### src/rtl/apb_mem_if.sv
`default_nettype none
// ============================================================================
//  Module   : apb_mem_if
//  Brief    : APB4 bus bundle between a bridge/decoder and one memory target.
//  Revision : 1.0 - initial release
// ============================================================================
interface apb_mem_if #(
    parameter int DATA_W = 32,
    parameter int ADDR_W = 8
);
    logic                  psel;
    logic                  penable;
    logic                  pwrite;
    logic [ADDR_W-1:0]     paddr;
    logic [DATA_W-1:0]     pwdata;
    logic [DATA_W/8-1:0]   pstrb;
    logic                  pready;
    logic [DATA_W-1:0]     prdata;
    logic                  pslverr;

    modport master (
        output psel, penable, pwrite, paddr, pwdata, pstrb,
        input  pready, prdata, pslverr
    );

    modport slave (
        input  psel, penable, pwrite, paddr, pwdata, pstrb,
        output pready, prdata, pslverr
    );
endinterface
`default_nettype wire

### src/rtl/apb_mem_slave.sv
`default_nettype none
// ============================================================================
//  Module   : apb_mem_slave
//  Brief    : Parametrised APB4 RAM target with byte strobes, programmable
//             wait states and PSLVERR on out-of-range word addresses.
//  Revision : 1.0 - initial release
// ============================================================================
module apb_mem_slave #(
    parameter int DATA_W      = 32,
    parameter int ADDR_W      = 8,
    parameter int DEPTH       = 64,
    parameter int WAIT_STATES = 0
) (
    input  wire logic   clk,
    input  wire logic   res,
    apb_mem_if.slave    bus
);
    localparam int         C_STRB_W = DATA_W / 8;
    localparam int         C_OFF_W  = $clog2(C_STRB_W);
    localparam int         C_IDX_W  = ADDR_W - C_OFF_W;
    localparam int         C_MEM_AW = (DEPTH > 1) ? $clog2(DEPTH) : 1;
    localparam logic [3:0] C_WAIT   = 4'(WAIT_STATES);

    typedef enum logic [0:0] {
        S_IDLE   = 1'b0,
        S_ACCESS = 1'b1
    } state_t;

    state_t                 state_q, state_d;
    logic [3:0]             cnt_q, cnt_d;
    logic                   pready_q, pready_d;
    logic                   pslverr_q, pslverr_d;
    logic [DATA_W-1:0]      prdata_q, prdata_d;
    logic                   wr_q, wr_d;
    logic                   err_q, err_d;
    logic [C_MEM_AW-1:0]    idx_q, idx_d;
    logic [DATA_W-1:0]      wdata_q, wdata_d;
    logic [C_STRB_W-1:0]    strb_q, strb_d;
    logic [DATA_W-1:0]      mem_q [DEPTH];

    logic                   w_mem_we;
    logic                   w_raise;
    logic [C_IDX_W-1:0]     w_setup_idx;
    logic                   w_setup_err;
    logic [C_MEM_AW-1:0]    w_rd_idx;
    logic                   w_rd_err;
    logic                   w_rd_wr;
    logic                   w_unused_paddr;

    // Byte-offset bits are deliberately dropped: no misalignment checking.
    assign w_unused_paddr = ^bus.paddr;
    assign w_setup_idx    = bus.paddr[ADDR_W-1:C_OFF_W];
    assign w_setup_err    = ({1'b0, w_setup_idx} >= (C_IDX_W + 1)'(DEPTH));

    assign bus.pready  = pready_q;
    assign bus.pslverr = pslverr_q;
    assign bus.prdata  = prdata_q;

    // Next-state, latched transfer attributes and registered response values.
    always_comb begin
        state_d   = state_q;
        cnt_d     = cnt_q;
        pready_d  = pready_q;
        pslverr_d = pslverr_q;
        prdata_d  = prdata_q;
        wr_d      = wr_q;
        err_d     = err_q;
        idx_d     = idx_q;
        wdata_d   = wdata_q;
        strb_d    = strb_q;
        w_mem_we  = 1'b0;
        w_raise   = 1'b0;
        w_rd_idx  = idx_q;
        w_rd_err  = err_q;
        w_rd_wr   = wr_q;

        case (state_q)
            S_IDLE: begin
                if (bus.psel && !bus.penable) begin
                    state_d = S_ACCESS;
                    wr_d    = bus.pwrite;
                    err_d   = w_setup_err;
                    idx_d   = w_setup_idx[C_MEM_AW-1:0];
                    wdata_d = bus.pwdata;
                    strb_d  = bus.pstrb;
                    if (WAIT_STATES == 0) begin
                        // Zero-wait: respond straight from the SETUP inputs.
                        w_raise  = 1'b1;
                        w_rd_idx = w_setup_idx[C_MEM_AW-1:0];
                        w_rd_err = w_setup_err;
                        w_rd_wr  = bus.pwrite;
                    end else begin
                        cnt_d = C_WAIT;
                    end
                end
            end
            S_ACCESS: begin
                if (!bus.psel) begin
                    // Master walked away: drop the transfer, memory untouched.
                    state_d   = S_IDLE;
                    pready_d  = 1'b0;
                    pslverr_d = 1'b0;
                    cnt_d     = 4'd0;
                end else if (pready_q) begin
                    if (bus.penable) begin
                        state_d   = S_IDLE;
                        pready_d  = 1'b0;
                        pslverr_d = 1'b0;
                        w_mem_we  = wr_q && !err_q;
                    end
                end else if (cnt_q > 4'd1) begin
                    cnt_d = cnt_q - 4'd1;
                end else begin
                    cnt_d   = 4'd0;
                    w_raise = 1'b1;
                end
            end
            default: state_d = S_IDLE;
        endcase

        if (w_raise) begin
            pready_d  = 1'b1;
            pslverr_d = w_rd_err;
            if (!w_rd_wr) begin
                prdata_d = w_rd_err ? '0 : mem_q[w_rd_idx];
            end
        end
    end

    // Control and response registers; reset abandons any transfer in flight.
    always_ff @(posedge clk) begin
        if (res) begin
            state_q   <= S_IDLE;
            cnt_q     <= 4'd0;
            pready_q  <= 1'b0;
            pslverr_q <= 1'b0;
            prdata_q  <= '0;
            wr_q      <= 1'b0;
            err_q     <= 1'b0;
            idx_q     <= '0;
            wdata_q   <= '0;
            strb_q    <= '0;
        end else begin
            state_q   <= state_d;
            cnt_q     <= cnt_d;
            pready_q  <= pready_d;
            pslverr_q <= pslverr_d;
            prdata_q  <= prdata_d;
            wr_q      <= wr_d;
            err_q     <= err_d;
            idx_q     <= idx_d;
            wdata_q   <= wdata_d;
            strb_q    <= strb_d;
        end
    end

    // Storage array: cleared on reset, byte-lane writes on write completion.
    always_ff @(posedge clk) begin
        if (res) begin
            for (int i = 0; i < DEPTH; i++) begin
                mem_q[i] <= '0;
            end
        end else if (w_mem_we) begin
            for (int l = 0; l < C_STRB_W; l++) begin
                if (strb_q[l]) begin
                    mem_q[idx_q][8*l +: 8] <= wdata_q[8*l +: 8];
                end
            end
        end
    end
endmodule
`default_nettype wire
### src/flat_wrapper.sv
// flat-port wrapper written by rule: the top's interface ports become plain ports
module apb_mem_slave_flat 
#(
    parameter int DATA_W      = 32,
    parameter int ADDR_W      = 8,
    parameter int DEPTH       = 64,
    parameter int WAIT_STATES = 0
)
  (clk, res, bus_psel, bus_penable, bus_pwrite, bus_paddr, bus_pwdata, bus_pstrb, bus_pready, bus_prdata, bus_pslverr);
  apb_mem_if #(.DATA_W(DATA_W), .ADDR_W(ADDR_W)) bus_i ();
  input  wire logic clk;
  input  wire logic res;
  input wire logic [$bits(bus_i.psel)-1:0] bus_psel;
  input wire logic [$bits(bus_i.penable)-1:0] bus_penable;
  input wire logic [$bits(bus_i.pwrite)-1:0] bus_pwrite;
  input wire logic [$bits(bus_i.paddr)-1:0] bus_paddr;
  input wire logic [$bits(bus_i.pwdata)-1:0] bus_pwdata;
  input wire logic [$bits(bus_i.pstrb)-1:0] bus_pstrb;
  output wire logic [$bits(bus_i.pready)-1:0] bus_pready;
  output wire logic [$bits(bus_i.prdata)-1:0] bus_prdata;
  output wire logic [$bits(bus_i.pslverr)-1:0] bus_pslverr;
  assign bus_i.psel = bus_psel;
  assign bus_i.penable = bus_penable;
  assign bus_i.pwrite = bus_pwrite;
  assign bus_i.paddr = bus_paddr;
  assign bus_i.pwdata = bus_pwdata;
  assign bus_i.pstrb = bus_pstrb;
  assign bus_pready = bus_i.pready;
  assign bus_prdata = bus_i.prdata;
  assign bus_pslverr = bus_i.pslverr;
  apb_mem_slave #(.DATA_W(DATA_W), .ADDR_W(ADDR_W), .DEPTH(DEPTH), .WAIT_STATES(WAIT_STATES)) u_core (.clk(clk), .res(res), .bus(bus_i));
endmodule
### config.mk
export PLATFORM = sky130hd
export DESIGN_NAME = apb_mem_slave_flat
export DESIGN_NICKNAME = d
export VERILOG_FILES = /design/src/rtl/apb_mem_if.sv /design/src/rtl/apb_mem_slave.sv /design/src/flat_wrapper.sv
export SDC_FILE = /design/constraint.sdc
export NUM_CORES = 2
export LEC_CHECK = 0
export BUFFER_PORTS_ARGS = -buffer_cell sky130_fd_sc_hd__buf_2
export CAP_MARGIN = 40
export CORE_AREA = 2 2 742 449
export DETAILED_ROUTE_END_ITERATION = 16
export DIE_AREA = 0 0 744 451
export SETUP_SLACK_MARGIN = 0.3
export SLEW_MARGIN = 0
export SYNTH_ARGS = -nofsm -noshare
export SYNTH_HDL_FRONTEND = slang
export SYNTH_SLANG_ARGS = --single-unit
### constraint.sdc
create_clock -name clk -period 3 [get_ports clk]
set_input_delay 0.15 -clock clk [delete_from_list [all_inputs] [get_ports clk]]
set_output_delay 0.15 -clock clk [all_outputs]
set_load 0.05 [all_outputs]
==> results by stage <==
Floorplan:
- The core region area is ~330,000 um^2.
- During I/O placement, the number of pins put on the boundary was 83.
- For this configuration, the core starts out at a cell density of 29.79%.
- The die boundary height is 451 um.
- The floorplan die area is 335,500 um^2.
- The chip width is ~740 um.
- The floorplan has 164 rows.

Timing:
- After routing, the total negative slack on setup checks comes to 0 ns.
- Timing would allow up to 344.4 MHz.
- The hold violation total from the final report is 0.
- After layout, the worst setup slack is 0.09598 ns.
- The final max-slew violation count is 0.
- Setup repair after global routing could not meet its margin everywhere.
- The worst path needs between 2 and 3 ns of the cycle, external delays included.
- The worst pin sits at a relative slew slack of about 37%.
- The clock skew is 0.05010 ns.
- The actual transition at the worst max-transition pin is 0.9484 ns.
- After layout, the worst path uses between 90% and 100% of the clock period.
- The final setup violation count is 0.

Place:
- The final RePlAce weighted congestion is ~0.9.
- The HPWL after detailed placement is about 220,000 um.
- Input and output buffers added on the ports amount to 80.
- The instance area after placement is approximately 110,000 um^2.
- In this run, placement finished with an instance count of 13,310.
- The placement-stage worst setup slack is -0.05182 ns.

Synth:
- The count of state elements after synthesis is between 2,000 and 2,500.
- sky130_fd_sc_hd__and2_1 is the most common cell in the netlist.
- By count the netlist is led by 2,049 x sky130_fd_sc_hd__and2_1, 2,048 x sky130_fd_sc_hd__edfxtp_1, 1,943 x sky130_fd_sc_hd__nand2_1.
- Sorting the synthesized cells by area gives the leading types as sky130_fd_sc_hd__edfxtp_1 63%, sky130_fd_sc_hd__and2_1 13%, sky130_fd_sc_hd__nand2_1 7.4%.
- The mean area per synthesized cell is 11.10 um^2.
- The number of enable-type register cells in the synthesized netlist is about 2,000.
- The top-area cell type share of the netlist area is 62.57%.
- The largest total area in the synthesized netlist belongs to sky130_fd_sc_hd__edfxtp_1.
- The number of unique standard cell types used by synthesis is 46.
- Of the synthesized area, sequential elements account for between 60 and 70%.
- The post-synthesis cell count is around 8,900.
- In the synthesized netlist the dominant register cell turns out to be sky130_fd_sc_hd__edfxtp_1.
- The cell area that synthesis handed to floorplanning was a little under 100,000 um^2.
- The total nets after synthesis is just under 9,000.
- Of all flip-flops after synthesis, the portion carrying an async set or reset was 0%.
- The Yosys step of the flow raised 0 warnings.

Detailed routing:
- The average detailed-routed wire length per instance is ~25 um.
- The via count normalized by instance count is 5.256.
- The via count of the routed design is 73,050.
- The count of nets left with antenna violations after detail routing is 0.
- The count of TritonRoute iterations in the first routing pass is 6.
- In this run, the number of DRC markers left after iteration 0 of detailed routing was between 10,000 and 15,000.
- The total detailed-routing wirelength is 351,500 um.
- For this run, design rule violations remaining after detail routing come to 0.

Global route:
- The number of antenna violations at the first check in global routing is 25.
- The total track usage is roughly a fifth.
- The aggregate global routing overflow is 0.
- The via count of the first global-routing pass is 68,080.
- The first global-routing pass estimated around 490,000 um of wire.
- The maximum number of pins on one net before global-route repair is 129.

Clock tree:
- The register clock-pin slew on the reported worst setup and hold paths is around 0.07 ns.
- TritonCTS built the clock tree.
- CTS built an H-tree with a depth of 4.
- In this run the deepest clock path goes through 4 buffers.
- The tree is rooted in a sky130_fd_sc_hd__clkbuf_16.
- The clock net in this run drives a total of ~2,100 sinks.
- At the later pin of the worst-skew pair, clock insertion delay measures approximately 0.85 ns.
- The number of buffers created by CTS is around 190.

Pwr:
- The leakage dissipation is about 0.042 uW.
- The switching power of the nets is about 17,000 uW.
- The relative contribution of sequential cells to total power is between 50% and 60%.
- Internal power comes to ~50,000 uW.
- Of the total power, the share spent switching nets is 25.33%.
- VDD sags by at most between 0.4 and 0.5 mV.
- The overall power of the completed layout is 65,570 uW.
- The share of total power in the clock network is around 38%.
- In this run the power density over the cells is 549.8 nW/um^2.
- The combinational group share of total power is 10.6%.

Cells and area:
- The number of fill cells is 31,840.
- The layout overhead on the synthesized area is 21.35%.
- The area used by sequential logic in the layout is about 63,000 um^2.
- Excluding fillers, the count of instances in the completed layout stands at 13,900.
- With fillers left out, the area of the finished cells amounts to 119,300 um^2.
- Of the cells placed in the final design, the portion with a size suffix greater than 1 is between 10% and 20%.
- In the final layout, the multi-input gates occupy ~34,000 um^2.
- For this run, the post-layout net count is ~9,400.

Worst hold path:
- The worst hold path terminates at u_core.wdata_q[8].
- The worst hold path class is input pin to register.
- The launch instance of the worst min-delay path is bus_pwdata[8].
- The number of stages on the worst hold path is 4.

Critical path:
- The worst setup path is of the register to register kind.
- Along the worst path, the maximum fanout reaches 8.
- The category of the worst setup path launch point is a register.
- Data arrives at the worst endpoint at 3.66 ns.
- STA classifies the critical path endpoint as a register.
- The path depth of the worst reg2reg path is 12.
- STA puts the critical path data required time at approximately 3.8 ns.
- For flop-to-flop paths, the worst setup slack is 0.1 ns.
- The startpoint identified for the worst register-to-register timing path is u_core.state_q.
- In this run the critical register-to-register path is captured at u_core.bus.prdata[15].

Run:
- The max-capacitance violation count is 0.

Status:
- The run finished with clean final reports.
==> layout by cell type (no fill, tap or decap), drive strengths merged, types with 4 or more instances in the layout <==
| cell | instances |
|---|---|
| nor3 | 10 |
| edfxtp | 2048 |
| a21oi | 149 |
| inv | 10 |
| clkinv | 81 |
| diode | 21 |
| buf | 898 |
| dfxtp | 83 |
| nand4 | 122 |
| nand2b | 6 |
| nand2 | 1943 |
| bufbuf | 19 |
| mux4 | 6 |
| mux2i | 76 |
| o21ai | 267 |
| a221oi | 6 |
| and2 | 2049 |
| clkbuf | 251 |
| nor2 | 292 |
| bufinv | 14 |
| a31oi | 252 |
| nand3 | 580 |
| a22oi | 5 |
| a221o | 31 |
| nand3b | 4 |
| a41oi | 32 |
| dlygate4sd3 | 53 |
| o211ai | 17 |
| a32oi | 154 |
==> worst max-delay path by stage <==
stage / slack (ns) / from / to / depth (start not counted)
4_1_cts: 0.20 / u_core.state_q / u_core.bus.prdata[1] / 10
3_3_place_gp: -0.03 / u_core.state_q / u_core.bus.prdata[15] / 12
2_1_floorplan: 0.12 / u_core.bus.pready / u_core.mem_q[23][24] / 7
3_5_place_dp: -0.05 / u_core.state_q / u_core.bus.prdata[23] / 11
5_1_grt: 0.07 / u_core.state_q / u_core.bus.prdata[28] / 16
6_report: 0.1 / u_core.state_q / u_core.bus.prdata[15] / 12
==> registers in the layout (all words and copies together), names as in the netlist <==
name	flops
u_core.err_q	1
u_core.strb_q	4
u_core.bus.pready	1
u_core.wdata_q	32
u_core.bus.prdata	32
u_core.mem_q	2048
u_core.bus.pslverr	1
u_core.cnt_q	4
u_core.state_q	1
u_core.idx_q	6
u_core.wr_q	1
==> metrics by stage <==
stage                     hold WS [ns]  utilization [%]
after floorplan                 0.2860                -
after global placement          0.3834            32.52
after detailed placement        0.3958            32.67
after CTS                      0.03418            35.69
after global routing           0.06065            36.14
final                          0.06619            36.15
==> cell families after synthesis <==
logic type | count (synthesis) | share of synthesized area [%]
adder cells (fa/ha/maj) | 2 | 0.02546
flip-flops | 2131 | 64.26
multiplexers | 82 | 0.9115
buffers and inverters | 700 | 3.235
AO/OA/AOI/OAI | 921 | 6.059
AND/OR/NAND/NOR | 5015 | 25.51
==> critical path: stages, from the launching register on <==
cell	delay (ns)
sky130_fd_sc_hd__dfxtp_2	0.34
sky130_fd_sc_hd__buf_6	0.12
sky130_fd_sc_hd__nor3b_4	0.23
sky130_fd_sc_hd__buf_12	0.15
sky130_fd_sc_hd__buf_12	0.12
sky130_fd_sc_hd__buf_12	0.10
sky130_fd_sc_hd__mux2i_4	0.27
sky130_fd_sc_hd__buf_6	0.15
sky130_fd_sc_hd__buf_12	0.17
sky130_fd_sc_hd__mux4_2	0.37
sky130_fd_sc_hd__a22oi_2	0.30
sky130_fd_sc_hd__a41oi_2	0.20
sky130_fd_sc_hd__a221o_1	0.29
==> power by group through the flow <==
stage                     clock (uW)  sequential (uW)  combinational, uW
after global routing           25900            34100               7200
final                          24700            34000               6920
after detailed placement           0            34600               5540
after global placement             0            34800               5230
after floorplan                    0            34400               2860
after CTS                      24700            34000               6470
==> routing by layer <==
layer | global-route usage (%) | wire (um)
met1 | 29.63 | 149100
met2 | 27.71 | 141600
met3 | 6.697 | 50880
met4 | 5.072 | 9834
met5 | 0 | 76
==> layout make-up <==
type	count	share of cell area (%)
repair buffers	982	9.121
diodes	21	0.04406
clock buffers	239	4.245
well taps	4399	4.615
inverters	8	0.03147
multi-input cells	6020	28.22
flip-flops and latches	2131	53.03
clock inverters	99	0.6913
==> timing repair <==
item / in CTS / in global routing
endpoints found under the setup margin: 75 / 325
endpoints found under the hold margin: 49 / 0
pin swaps: 105 / 96
buffers inserted: 88 / 35
gates cloned: 38 / 14
hold buffers: 53 / 0
resized for setup: 259 / 153
(Power assumes the default switching activity.)
